$ cat src/rtl/uart_io_arbiter_if.sv
// AXI4-Lite bus between the I/O arbiter (master) and the UART-Lite peripheral (slave).
interface uart_io_arbiter_if;
  logic [3:0]  ARADDR;
  logic        ARVALID;
  logic        ARREADY;
  logic [31:0] RDATA;
  logic [1:0]  RRESP;
  logic        RVALID;
  logic        RREADY;
  logic [3:0]  AWADDR;
  logic        AWVALID;
  logic        AWREADY;
  logic [31:0] WDATA;
  logic [3:0]  WSTRB;
  logic        WVALID;
  logic        WREADY;
  logic [1:0]  BRESP;
  logic        BVALID;
  logic        BREADY;

  modport master (
    output ARADDR, ARVALID, RREADY, AWADDR, AWVALID, WDATA, WSTRB, WVALID, BREADY,
    input  ARREADY, RDATA, RRESP, RVALID, AWREADY, WREADY, BRESP, BVALID
  );

  modport slave (
    input  ARADDR, ARVALID, RREADY, AWADDR, AWVALID, WDATA, WSTRB, WVALID, BREADY,
    output ARREADY, RDATA, RRESP, RVALID, AWREADY, WREADY, BRESP, BVALID
  );
endinterface

$ cat src/rtl/uart_io_arbiter.sv
// Sequences core IN/OUT byte requests onto one AXI4-Lite master port to a UART-Lite.
// Every data access is preceded by a STAT poll; failed polls back off for POLL_GAP cycles.
// Optional macro UART_IO_TIMEOUT_EN: per-transaction cycle limit (TIMEOUT) that aborts
// a transaction stuck polling, completing it with ACK and setting ERR.
module uart_io_arbiter #(
  parameter int unsigned POLL_GAP = 4,
  parameter int unsigned TIMEOUT  = 1024
) (
  input  logic       CLK,
  input  logic       RST,
  input  logic       IN_REQ,
  output logic [7:0] IN_DATA,
  output logic       IN_ACK,
  input  logic       OUT_REQ,
  input  logic [7:0] OUT_DATA,
  output logic       OUT_ACK,
  output logic       ERR,
  uart_io_arbiter_if.master axi
);

  localparam logic [3:0] ADDR_RX   = 4'h0;
  localparam logic [3:0] ADDR_TX   = 4'h4;
  localparam logic [3:0] ADDR_STAT = 4'h8;

  localparam int unsigned GAP_W    = (POLL_GAP > 1) ? $clog2(POLL_GAP) : 1;
  localparam int unsigned GAP_LAST = (POLL_GAP == 0) ? 0 : POLL_GAP - 1;

  typedef enum logic [3:0] {
    IDLE, POLL_AR, POLL_R, GAP, RX_AR, RX_R, TX_W, TX_B, DONE
  } state_t;

  state_t           state, state_nx;
  logic             grant_out;    // 1: current transaction is OUT
  logic             last_out;     // 1: last grant went to OUT
  logic             grant_out_nx;
  logic [7:0]       tx_byte;
  logic [7:0]       in_data_q;
  logic             err_q;
  logic             aw_done, w_done;
  logic [GAP_W-1:0] gap_cnt;
  logic             timed_out;
  logic             abort;
  logic             poll_ok;

  logic [3:0]       ar_addr;
  logic             ar_valid, r_ready, aw_valid, w_valid, b_ready;
  logic             r_hs, b_hs, aw_hs, w_hs;

  logic [23:0]      unused_rdata;
  assign unused_rdata = axi.RDATA[31:8];

  // Tie-break on simultaneous requests alternates, starting with IN after reset.
  assign grant_out_nx = OUT_REQ && (!IN_REQ || !last_out);
  assign poll_ok      = grant_out ? !axi.RDATA[3] : axi.RDATA[0];

  assign r_hs  = axi.RVALID  && r_ready;
  assign b_hs  = axi.BVALID  && b_ready;
  assign aw_hs = aw_valid    && axi.AWREADY;
  assign w_hs  = w_valid     && axi.WREADY;

`ifdef UART_IO_TIMEOUT_EN
  logic [31:0] to_cnt;

  // Transaction age; held at zero in IDLE so it restarts at every grant, saturates at TIMEOUT.
  always_ff @(posedge CLK) begin
    if (RST)                to_cnt <= '0;
    else if (state == IDLE) to_cnt <= '0;
    else if (!timed_out)    to_cnt <= to_cnt + 32'd1;
  end

  assign timed_out = (to_cnt >= TIMEOUT);
`else
  logic [31:0] unused_timeout;
  assign unused_timeout = TIMEOUT;
  assign timed_out      = 1'b0;
`endif

  // State register.
  always_ff @(posedge CLK) begin
    if (RST) state <= IDLE;
    else     state <= state_nx;
  end

  // Next-state and bus control decode.
  always_comb begin
    state_nx = state;
    ar_addr  = '0;
    ar_valid = 1'b0;
    r_ready  = 1'b0;
    aw_valid = 1'b0;
    w_valid  = 1'b0;
    b_ready  = 1'b0;
    abort    = 1'b0;
    case (state)
      IDLE: begin
        if (IN_REQ || OUT_REQ) state_nx = POLL_AR;
      end
      POLL_AR: begin
        ar_addr  = ADDR_STAT;
        ar_valid = 1'b1;
        // A handshake completing this cycle wins over an abort.
        if (axi.ARREADY) begin
          state_nx = POLL_R;
        end else if (timed_out) begin
          state_nx = DONE;
          abort    = 1'b1;
        end
      end
      POLL_R: begin
        r_ready = 1'b1;
        if (axi.RVALID) begin
          if (poll_ok)            state_nx = grant_out ? TX_W : RX_AR;
          else if (POLL_GAP == 0) state_nx = POLL_AR;
          else                    state_nx = GAP;
        end
      end
      GAP: begin
        if (timed_out) begin
          state_nx = DONE;
          abort    = 1'b1;
        end else if (gap_cnt == GAP_W'(GAP_LAST)) begin
          state_nx = POLL_AR;
        end
      end
      RX_AR: begin
        ar_addr  = ADDR_RX;
        ar_valid = 1'b1;
        if (axi.ARREADY) state_nx = RX_R;
      end
      RX_R: begin
        r_ready = 1'b1;
        if (axi.RVALID) state_nx = DONE;
      end
      TX_W: begin
        aw_valid = !aw_done;
        w_valid  = !w_done;
        if ((aw_done || axi.AWREADY) && (w_done || axi.WREADY)) state_nx = TX_B;
      end
      TX_B: begin
        b_ready = 1'b1;
        if (axi.BVALID) state_nx = DONE;
      end
      DONE: begin
        state_nx = IDLE;
      end
      default: state_nx = IDLE;
    endcase
  end

  // Grant bookkeeping, write-phase progress, backoff counter, read data and sticky error.
  always_ff @(posedge CLK) begin
    if (RST) begin
      grant_out <= 1'b0;
      last_out  <= 1'b1;
      tx_byte   <= '0;
      in_data_q <= '0;
      err_q     <= 1'b0;
      aw_done   <= 1'b0;
      w_done    <= 1'b0;
      gap_cnt   <= '0;
    end else begin
      if (state == IDLE && (IN_REQ || OUT_REQ)) begin
        grant_out <= grant_out_nx;
        last_out  <= grant_out_nx;
        if (grant_out_nx) tx_byte <= OUT_DATA;
      end

      if (state == GAP) gap_cnt <= gap_cnt + 1'b1;
      else              gap_cnt <= '0;

      if (state == TX_W) begin
        if (aw_hs) aw_done <= 1'b1;
        if (w_hs)  w_done  <= 1'b1;
      end else begin
        aw_done <= 1'b0;
        w_done  <= 1'b0;
      end

      if (state == RX_R && axi.RVALID)  in_data_q <= axi.RDATA[7:0];
      else if (abort && !grant_out)     in_data_q <= '0;

      if ((r_hs && axi.RRESP != 2'b00) || (b_hs && axi.BRESP != 2'b00) || abort)
        err_q <= 1'b1;
    end
  end

  assign axi.ARADDR  = ar_addr;
  assign axi.ARVALID = ar_valid;
  assign axi.RREADY  = r_ready;
  assign axi.AWADDR  = (state == TX_W) ? ADDR_TX : 4'h0;
  assign axi.AWVALID = aw_valid;
  assign axi.WDATA   = (state == TX_W) ? {24'h0, tx_byte} : 32'h0;
  assign axi.WSTRB   = (state == TX_W) ? 4'b0001 : 4'b0000;
  assign axi.WVALID  = w_valid;
  assign axi.BREADY  = b_ready;

  assign IN_ACK  = (state == DONE) && !grant_out;
  assign OUT_ACK = (state == DONE) &&  grant_out;
  assign IN_DATA = in_data_q;
  assign ERR     = err_q;

endmodule

$ cat src/flat_wrapper.sv
// flat-port wrapper written by rule: the top's interface ports become plain ports
module uart_io_arbiter_flat 
#(
  parameter int unsigned POLL_GAP = 4,
  parameter int unsigned TIMEOUT  = 1024
)
  (CLK, RST, IN_REQ, IN_DATA, IN_ACK, OUT_REQ, OUT_DATA, OUT_ACK, ERR, axi_ARADDR, axi_ARVALID, axi_RREADY, axi_AWADDR, axi_AWVALID, axi_WDATA, axi_WSTRB, axi_WVALID, axi_BREADY, axi_ARREADY, axi_RDATA, axi_RRESP, axi_RVALID, axi_AWREADY, axi_WREADY, axi_BRESP, axi_BVALID);
  uart_io_arbiter_if axi_i ();
  input  logic CLK;
  input  logic RST;
  input  logic IN_REQ;
  output logic [7:0] IN_DATA;
  output logic IN_ACK;
  input  logic OUT_REQ;
  input  logic [7:0] OUT_DATA;
  output logic OUT_ACK;
  output logic ERR;
  output wire logic [$bits(axi_i.ARADDR)-1:0] axi_ARADDR;
  output wire logic [$bits(axi_i.ARVALID)-1:0] axi_ARVALID;
  output wire logic [$bits(axi_i.RREADY)-1:0] axi_RREADY;
  output wire logic [$bits(axi_i.AWADDR)-1:0] axi_AWADDR;
  output wire logic [$bits(axi_i.AWVALID)-1:0] axi_AWVALID;
  output wire logic [$bits(axi_i.WDATA)-1:0] axi_WDATA;
  output wire logic [$bits(axi_i.WSTRB)-1:0] axi_WSTRB;
  output wire logic [$bits(axi_i.WVALID)-1:0] axi_WVALID;
  output wire logic [$bits(axi_i.BREADY)-1:0] axi_BREADY;
  input wire logic [$bits(axi_i.ARREADY)-1:0] axi_ARREADY;
  input wire logic [$bits(axi_i.RDATA)-1:0] axi_RDATA;
  input wire logic [$bits(axi_i.RRESP)-1:0] axi_RRESP;
  input wire logic [$bits(axi_i.RVALID)-1:0] axi_RVALID;
  input wire logic [$bits(axi_i.AWREADY)-1:0] axi_AWREADY;
  input wire logic [$bits(axi_i.WREADY)-1:0] axi_WREADY;
  input wire logic [$bits(axi_i.BRESP)-1:0] axi_BRESP;
  input wire logic [$bits(axi_i.BVALID)-1:0] axi_BVALID;
  assign axi_ARADDR = axi_i.ARADDR;
  assign axi_ARVALID = axi_i.ARVALID;
  assign axi_RREADY = axi_i.RREADY;
  assign axi_AWADDR = axi_i.AWADDR;
  assign axi_AWVALID = axi_i.AWVALID;
  assign axi_WDATA = axi_i.WDATA;
  assign axi_WSTRB = axi_i.WSTRB;
  assign axi_WVALID = axi_i.WVALID;
  assign axi_BREADY = axi_i.BREADY;
  assign axi_i.ARREADY = axi_ARREADY;
  assign axi_i.RDATA = axi_RDATA;
  assign axi_i.RRESP = axi_RRESP;
  assign axi_i.RVALID = axi_RVALID;
  assign axi_i.AWREADY = axi_AWREADY;
  assign axi_i.WREADY = axi_WREADY;
  assign axi_i.BRESP = axi_BRESP;
  assign axi_i.BVALID = axi_BVALID;
  uart_io_arbiter #(.POLL_GAP(POLL_GAP), .TIMEOUT(TIMEOUT)) u_core (.CLK(CLK), .RST(RST), .IN_REQ(IN_REQ), .IN_DATA(IN_DATA), .IN_ACK(IN_ACK), .OUT_REQ(OUT_REQ), .OUT_DATA(OUT_DATA), .OUT_ACK(OUT_ACK), .ERR(ERR), .axi(axi_i));
endmodule
$ cat config.mk
export PLATFORM = sky130hd
export DESIGN_NAME = uart_io_arbiter_flat
export DESIGN_NICKNAME = d
export VERILOG_FILES = /design/src/rtl/uart_io_arbiter_if.sv /design/src/rtl/uart_io_arbiter.sv /design/src/flat_wrapper.sv
export SDC_FILE = /design/constraint.sdc
export NUM_CORES = 1
export LEC_CHECK = 0
export ABC_CLOCK_PERIOD_IN_PS = 2100
export BUFFER_PORTS_ARGS = -buffer_cell sky130_fd_sc_hd__buf_4
export CORE_MARGIN = 2
export CORE_UTILIZATION = 42
export CTS_BUF_LIST = sky130_fd_sc_hd__clkbuf_4
export DETAILED_ROUTE_END_ITERATION = 10
export PLACE_DENSITY = 0.86
export SYNTH_ARGS = -nofsm -noshare
export SYNTH_HDL_FRONTEND = slang
export SYNTH_SLANG_ARGS = --single-unit
$ cat constraint.sdc
create_clock -name CLK -period 2.1 [get_ports CLK]
set_clock_uncertainty 0.1 [all_clocks]
set_input_delay 0.42 -clock CLK [delete_from_list [all_inputs] [get_ports CLK]]
set_output_delay 0.42 -clock CLK [all_outputs]
set_load 0.05 [all_outputs]
==> flow_metrics.py, run 1 <==
metrics = {
    "power_and_ir_drop": {
        "p_clk_frac": 0.122,
        "seq_power_share": 0.351,
        "p_sw_frac": 0.431,
        "powerDensity_nw_per_um2": 894,
        "peakVddDrop_uv": 444,
        "pwr-share-comb": 0.527,
        "power_mw": 1.87,
        "leakage_nw": 1.07,
        "p_sw_uw": 806,
        "p_int_mw": 1.06,
    },
    "global_routing": {
        "antenna_found_initial": 0,
        "grt_pass1_wl_mm": 5.27,
        "grt_overflow": 0,
        "grtUsageTotal": 0.153,
        "grt_max_degree": 28,
        "grt_pass1_vias": 1220,
    },
    "clock_network": {
        "cts_tree": "done",
        "cts_sinks": 27,
        "insertion_delay_ns": 0.32,
        "clock-root-buffer": "clkbuf_4",
        "clkSlewWorstSetupHoldPaths_ns": 0.15,
        "cts_buffers": 3,
        "ctsLongestPathBuffers": 2,
        "hold_buffers": 0,
        "htree_num_levels": 1,
    },
    "worst_setup_path": {
        "crit_start": "u_core.state[2]",
        "path_class": "register to output pin",
        "slowest_delay_ns": 0.41,
        "endpoint_kind": "output pin",
        "rrSetupSlack_ns": 0.15,
        "required_ns": 1.58,
        "cp-start-kind": "register",
        "crit_family": "flip-flops",
        "cp_cell_sequence": "or2_2 > o22ai_4 > buf_6",
        "cp_num_buf_inv": 1,
        "cp_data_arrival_time_ns": 1.51,
        "timing.rr.start": "u_core.state[0]",
        "path_max_fanout": 7,
        "cp_slowest_cell": "dfxtp_4",
    },
    "sta": {
        "max_freq_mhz": 492,
        "worstMarginPinSlew_ns": 0.501,
        "slew_headroom": 0.666,
        "fin_tns_setup_ns": 0,
        "rsz0062_at_grt": "true",
        "period_minus_slack_ns": 2.03,
        "post-route-period-util": 0.967,
        "whs_ns": 0.212,
        "finalHoldViolCount": 0,
        "finalSetupViolCount": 0,
        "slew_violations": 0,
    },
    "routing": {
        "post_drt_wl_per_cell_um": 11.8,
        "drt_iter0_markers": 23,
        "viasPerCell": 4.63,
        "drt-total-wl_mm": 3.35,
        "drt_pass1_iterations": 4,
        "vias": 1314,
        "ant_nets": 0,
        "drcViolationCount": 0,
    },
    "place": {
        "place_hpwl_mm": 2.48,
        "port_buffers": 55,
        "place.gp.congestion": 0.895,
    },
    "hold_path": {
        "hold_path_class": "input pin to register",
        "worst_hold_startpoint": "OUT_DATA[6]",
    },
    "yosys": {
        "ys.flop_type": "dfxtp_1",
        "yosys.area.top_type": "dfxtp_1",
        "synthMuxAreaShare": 0.105,
        "synthesis.instances": 175,
        "ys_seq_area_frac": 0.335,
        "synth_compound_area_frac": 0.109,
        "yosysWarningCount": 0,
        "ys_ff_latch": 27,
        "synth-xor-area-share": 0.00542,
        "yosysMostFrequentCell": "buf_4",
        "synth_top_family_by_area": "simple AND/OR/NAND/NOR gates",
        "yosys-top-cells-count": "buf_4, dfxtp_1, nor2_1",
        "ys_types": 42,
        "syn_area_per_cell_sq_um": 9.23,
        "netlist_top_cells_area": "dfxtp_1, buf_4, mux2i_1",
        "synth-edff-count": 0,
        "syn_area_sq_um": 1620,
        "yosysTopAreaCellShare": 0.335,
        "synth-adder-area-share": 0.00775,
        "async_flop_share": 0,
        "synth-simple-area-share": 0.224,
    },
    "floorplan": {
        "ioPinCount": 113,
        "die-area_sq_um": 4360,
        "die_height_um": 66.0,
        "num_rows": 22,
        "core_area_sq_um": 3690,
        "initial_core_util": 0.438,
        "dieWidth_um": 66.0,
    },
    "finish": {
        "final_nets": 291,
        "antennaDiodeCount": 0,
        "final.fill_count": 350,
        "area_growth_pct": 29.4,
        "drive_above_1_share": 0.432,
    },
    "run": {
        "maxCapViolCount": 0,
    },
    "outcome": {
        "outcome": "finished clean",
    },
}
==> layout make-up <==
type	instances	area, sq um	area share
clock buffers	3	22.5	0.0108
clock inverters	1	5.00	0.00240
inverters	4	18.8	0.00898
multi-input cells	133	888	0.425
flip-flops and latches	27	556	0.266
well taps	48	60.1	0.0287
repair buffers	67	532	0.254
repair inverters	1	7.51	0.00359
==> routing by layer <==
layer	wire length, um	part of all wire	vias to the layer above	track usage
met5	0	0	-	0
met4	31	0.0093	0	0.0408
met3	237	0.071	5	0.0256
met2	1720	0.51	56	0.279
met1	1360	0.41	604	0.183
li1	-	-	649	-
==> final timing paths <==
path	end	depth (start not counted)
max	axi_RREADY	3
min	u_core.tx_byte[6]	3
max reg2reg	u_core.state[0]	6
min reg2reg	u_core.gap_cnt[0]	1
==> worst reg2reg max path: stages (launching register included) <==
cell,delay [ns]
dfxtp_4,0.39
clkbuf_2,0.15
or3_2,0.49
a21oi_1,0.26
a2111oi_4,0.09
mux2i_1,0.14
a311oi_1,0.26
==> layout by cell type, fill, tap and decap left out, drive strengths merged, types with 2 or more instances in the layout <==
| cell | Yosys | layout |
|---|---|---|
| buf | 39 | 65 |
| conb | 1 | 33 |
| dfxtp | 27 | 27 |
| nor2 | 26 | 26 |
| mux2i | 17 | 17 |
| and2 | 8 | 8 |
| a21oi | 7 | 7 |
| clkbuf | 4 | 5 |
| or2b | 4 | 4 |
| nand2 | 4 | 4 |
| nor3 | 4 | 4 |
| inv | 4 | 3 |
| nor4 | 3 | 3 |
| clkinvlp | 0 | 2 |
| nand3b | 2 | 2 |
| o21a | 2 | 2 |
| o22ai | 2 | 2 |
| or3 | 2 | 2 |
==> kinds of logic after synthesis <==
logic type                 count (synthesis)
xor gates and xnor gates                   1
muxes                                     17
buffers and inverters                     47
adders and majority gates                  1
AOI/OAI and AO/OA                         20
and+or+nand+nor                           61
other                                      1
DFF                                       27
==> timing repair <==
| item | CTS | global route |
|---|---|---|
| cloned | 1 | 0 |
| gates resized for setup | 11 | 11 |
| setup endpoints to repair | 14 | 14 |
| buffers inserted | 1 | 7 |
| pin swaps | 0 | 3 |
==> sequential cells by signal (all words and copies together), names as in the netlist <==
signal / count
u_core.ERR: 1
u_core.IN_DATA: 8
u_core.aw_done: 1
u_core.gap_cnt: 2
u_core.grant_out: 1
u_core.last_out: 1
u_core.state: 4
u_core.tx_byte: 8
u_core.w_done: 1
==> power groups by stage <==
stage	sequential [mW]	clock, mW	combinational [mW]
3_3_place_gp	0.665	0	0.870
3_5_place_dp	0.672	0	0.887
4_1_cts	0.673	0.243	0.921
5_1_grt	0.670	0.261	1.06
2_1_floorplan	0.647	0	0.794
6_report	0.656	0.228	0.985
==> through the flow <==
stage	utilization	cell area, sq um	std cells	setup slack, ns
floorplan	-	1760	207	-0.0167
global placement	0.524	1930	271	0.107
detailed placement	0.524	1930	271	0.0458
CTS	0.543	2000	277	0.000517
global route	0.566	2090	284	-0.00941
finish	0.566	2090	284	0.0685
Power figures use the tool's default switching activity.
==> run 2, diff against run 1 <==
ABC_CLOCK_PERIOD_IN_PS = 1800   (was 2100)
CORE_UTILIZATION = 38   (was 42)
PLACE_DENSITY = 0.82   (was 0.86)
clock period = 1.8 ns   (was 2.1 ns; I/O delays follow)
==> flow_metrics.py, run 2 (synthesized netlist as in run 1, its figures left out) <==
metrics = {
    "sta": {
        "rsz0062_at_grt": "true",
        "whs_ns": 0.146,
        "period_minus_slack_ns": 1.96,
        "max_freq_mhz": 511,
        "fin_tns_setup_ns": -2.35,
        "fin_ws_ns": -0.157,
        "finalHoldViolCount": 0,
        "post-route-period-util": 1.09,
        "finalSetupViolCount": 21,
        "slew_violations": 0,
    },
    "power_and_ir_drop": {
        "powerDensity_nw_per_um2": 1090,
        "power_mw": 2.69,
        "leakage_nw": 1.20,
        "peakVddDrop_uv": 658,
    },
    "floorplan": {
        "ioPinCount": 113,
        "core_area_sq_um": 4060,
        "initial_core_util": 0.398,
        "num_rows": 23,
        "die_height_um": 69.2,
        "dieWidth_um": 69.2,
        "die-area_sq_um": 4790,
    },
    "routing": {
        "drt_iter0_markers": 31,
        "vias": 1393,
        "ant_nets": 0,
        "drt_pass1_iterations": 4,
        "viasPerCell": 4.61,
        "drt-total-wl_mm": 3.98,
        "post_drt_wl_per_cell_um": 13.2,
        "drcViolationCount": 0,
    },
    "finish": {
        "utilization": 0.609,
        "layout_commonest_cell": "buf_4",
        "final.fill_count": 343,
        "layout_common_cells": "buf_4, conb_1, dfxtp_1, nor2_1, mux2i_1",
        "area_growth_pct": 53.1,
        "antennaDiodeCount": 0,
        "fin_cells": 302,
        "final_nets": 307,
        "drive_above_1_share": 0.516,
        "final_area_sq_um": 2470,
    },
    "worst_setup_path": {
        "timing.rr.start": "u_core.state[1]",
        "cp_data_arrival_time_ns": 1.50,
        "required_ns": 1.34,
        "ff2ff_path_depth": 6,
        "rrSetupSlack_ns": -0.11,
        "cp-start-kind": "register",
        "endpoint_kind": "output pin",
        "timing.rr.end": "u_core.state[0]",
        "path_max_fanout": 6,
        "path_class": "register to output pin",
    },
    "hold_path": {
        "hold_path_class": "input pin to register",
        "worst_hold_startpoint": "OUT_DATA[5]",
        "hold_end": "u_core.tx_byte[5]",
        "worstHoldPathCells": 3,
    },
    "place": {
        "place_inst": 278,
        "dpl-instance-area_sq_um": 2010,
        "place_hpwl_mm": 2.44,
        "port_buffers": 55,
        "pre_cts_slack_ns": -0.0355,
        "place.gp.congestion": 0.781,
    },
    "outcome": {
        "outcome": "complete, but fails checks",
        "violations": "setup timing",
    },
    "clock_network": {
        "ctsLongestPathBuffers": 2,
        "cts_sinks": 27,
        "clock-root-buffer": "clkbuf_4",
        "htree_num_levels": 1,
        "cts_buffers": 3,
        "insertion_delay_ns": 0.33,
        "clkSlewWorstSetupHoldPaths_ns": 0.15,
        "cts_tree": "done",
    },
    "run": {
        "maxCapViolCount": 0,
    },
    "global_routing": {
        "grt_max_degree": 28,
        "grt_pass1_vias": 1317,
        "grt_overflow": 0,
        "antenna_found_initial": 0,
        "grtUsageTotal": 0.154,
        "grt_pass1_wl_mm": 6.11,
    },
}
[run 2: changes by cell type in the layout (fill, tap and decap cells not counted), sizes merged]
cell      before  now
clkinvlp       2    3
clkbuf         5    3
a21o           1    2
buf           65   82
clkinv         1    0
[run 2: repair_timing]
item | in CTS | in global routing
gates cloned | 1 | 1
pin swaps | 7 | 9
resized for setup | 45 | 23
hold buffers | 0 | 0
buffers inserted | 12 | 6
endpoints found under the setup margin | 28 | 31
[run 2: power by group]
| part | total (mW) | switching, mW | leakage [nW] | internal (mW) |
|---|---|---|---|---|
| Sequential | 0.786 | 0.100 | 0.222 | 0.686 |
| Clock | 0.279 | 0.193 | 0.0139 | 0.0851 |
| Combinational | 1.62 | 0.838 | 0.967 | 0.784 |
[run 2: cell type report]
cell class              instances  area [sq um]  area share
multi-input cells             134          1020       0.412
repair buffers                 82           778       0.315
clock inverters                 1          7.51     0.00304
clock buffers                   3          22.5     0.00911
inverters                       4          18.8     0.00759
flip-flops and latches         27           556       0.225
repair inverters                1          7.51     0.00304
well taps                      50          62.6      0.0253
[run 2: per-layer routing]
metal | GRT usage | share of wire | vias to the layer above
li1 | - | - | 682
met1 | 0.173 | 0.40 | 645
met2 | 0.282 | 0.52 | 62
met3 | 0.0494 | 0.070 | 4
met4 | 0.0327 | 0.010 | 0
met5 | 0 | 0 | -
[run 2: worst max-delay path by stage]
stage	from	to	slack [ns]	cells past startpoint
after CTS	u_core.state[1]	axi_ARADDR[3]	-0.16	3
after global placement	u_core.state[1]	u_core.state[0]	-0.008	5
final	u_core.state[1]	axi_ARADDR[3]	-0.16	3
after floorplan	u_core.state[0]	IN_ACK	-0.24	3
after global routing	u_core.state[2]	axi_WDATA[1]	-0.24	5
after detailed placement	u_core.state[1]	u_core.state[0]	-0.04	5
[run 2: worst max-delay path, stage by stage, from the launching register on]
cell     delay (ns)
dfxtp_4        0.40
or4b_4         0.55
inv_2          0.08
buf_8          0.14
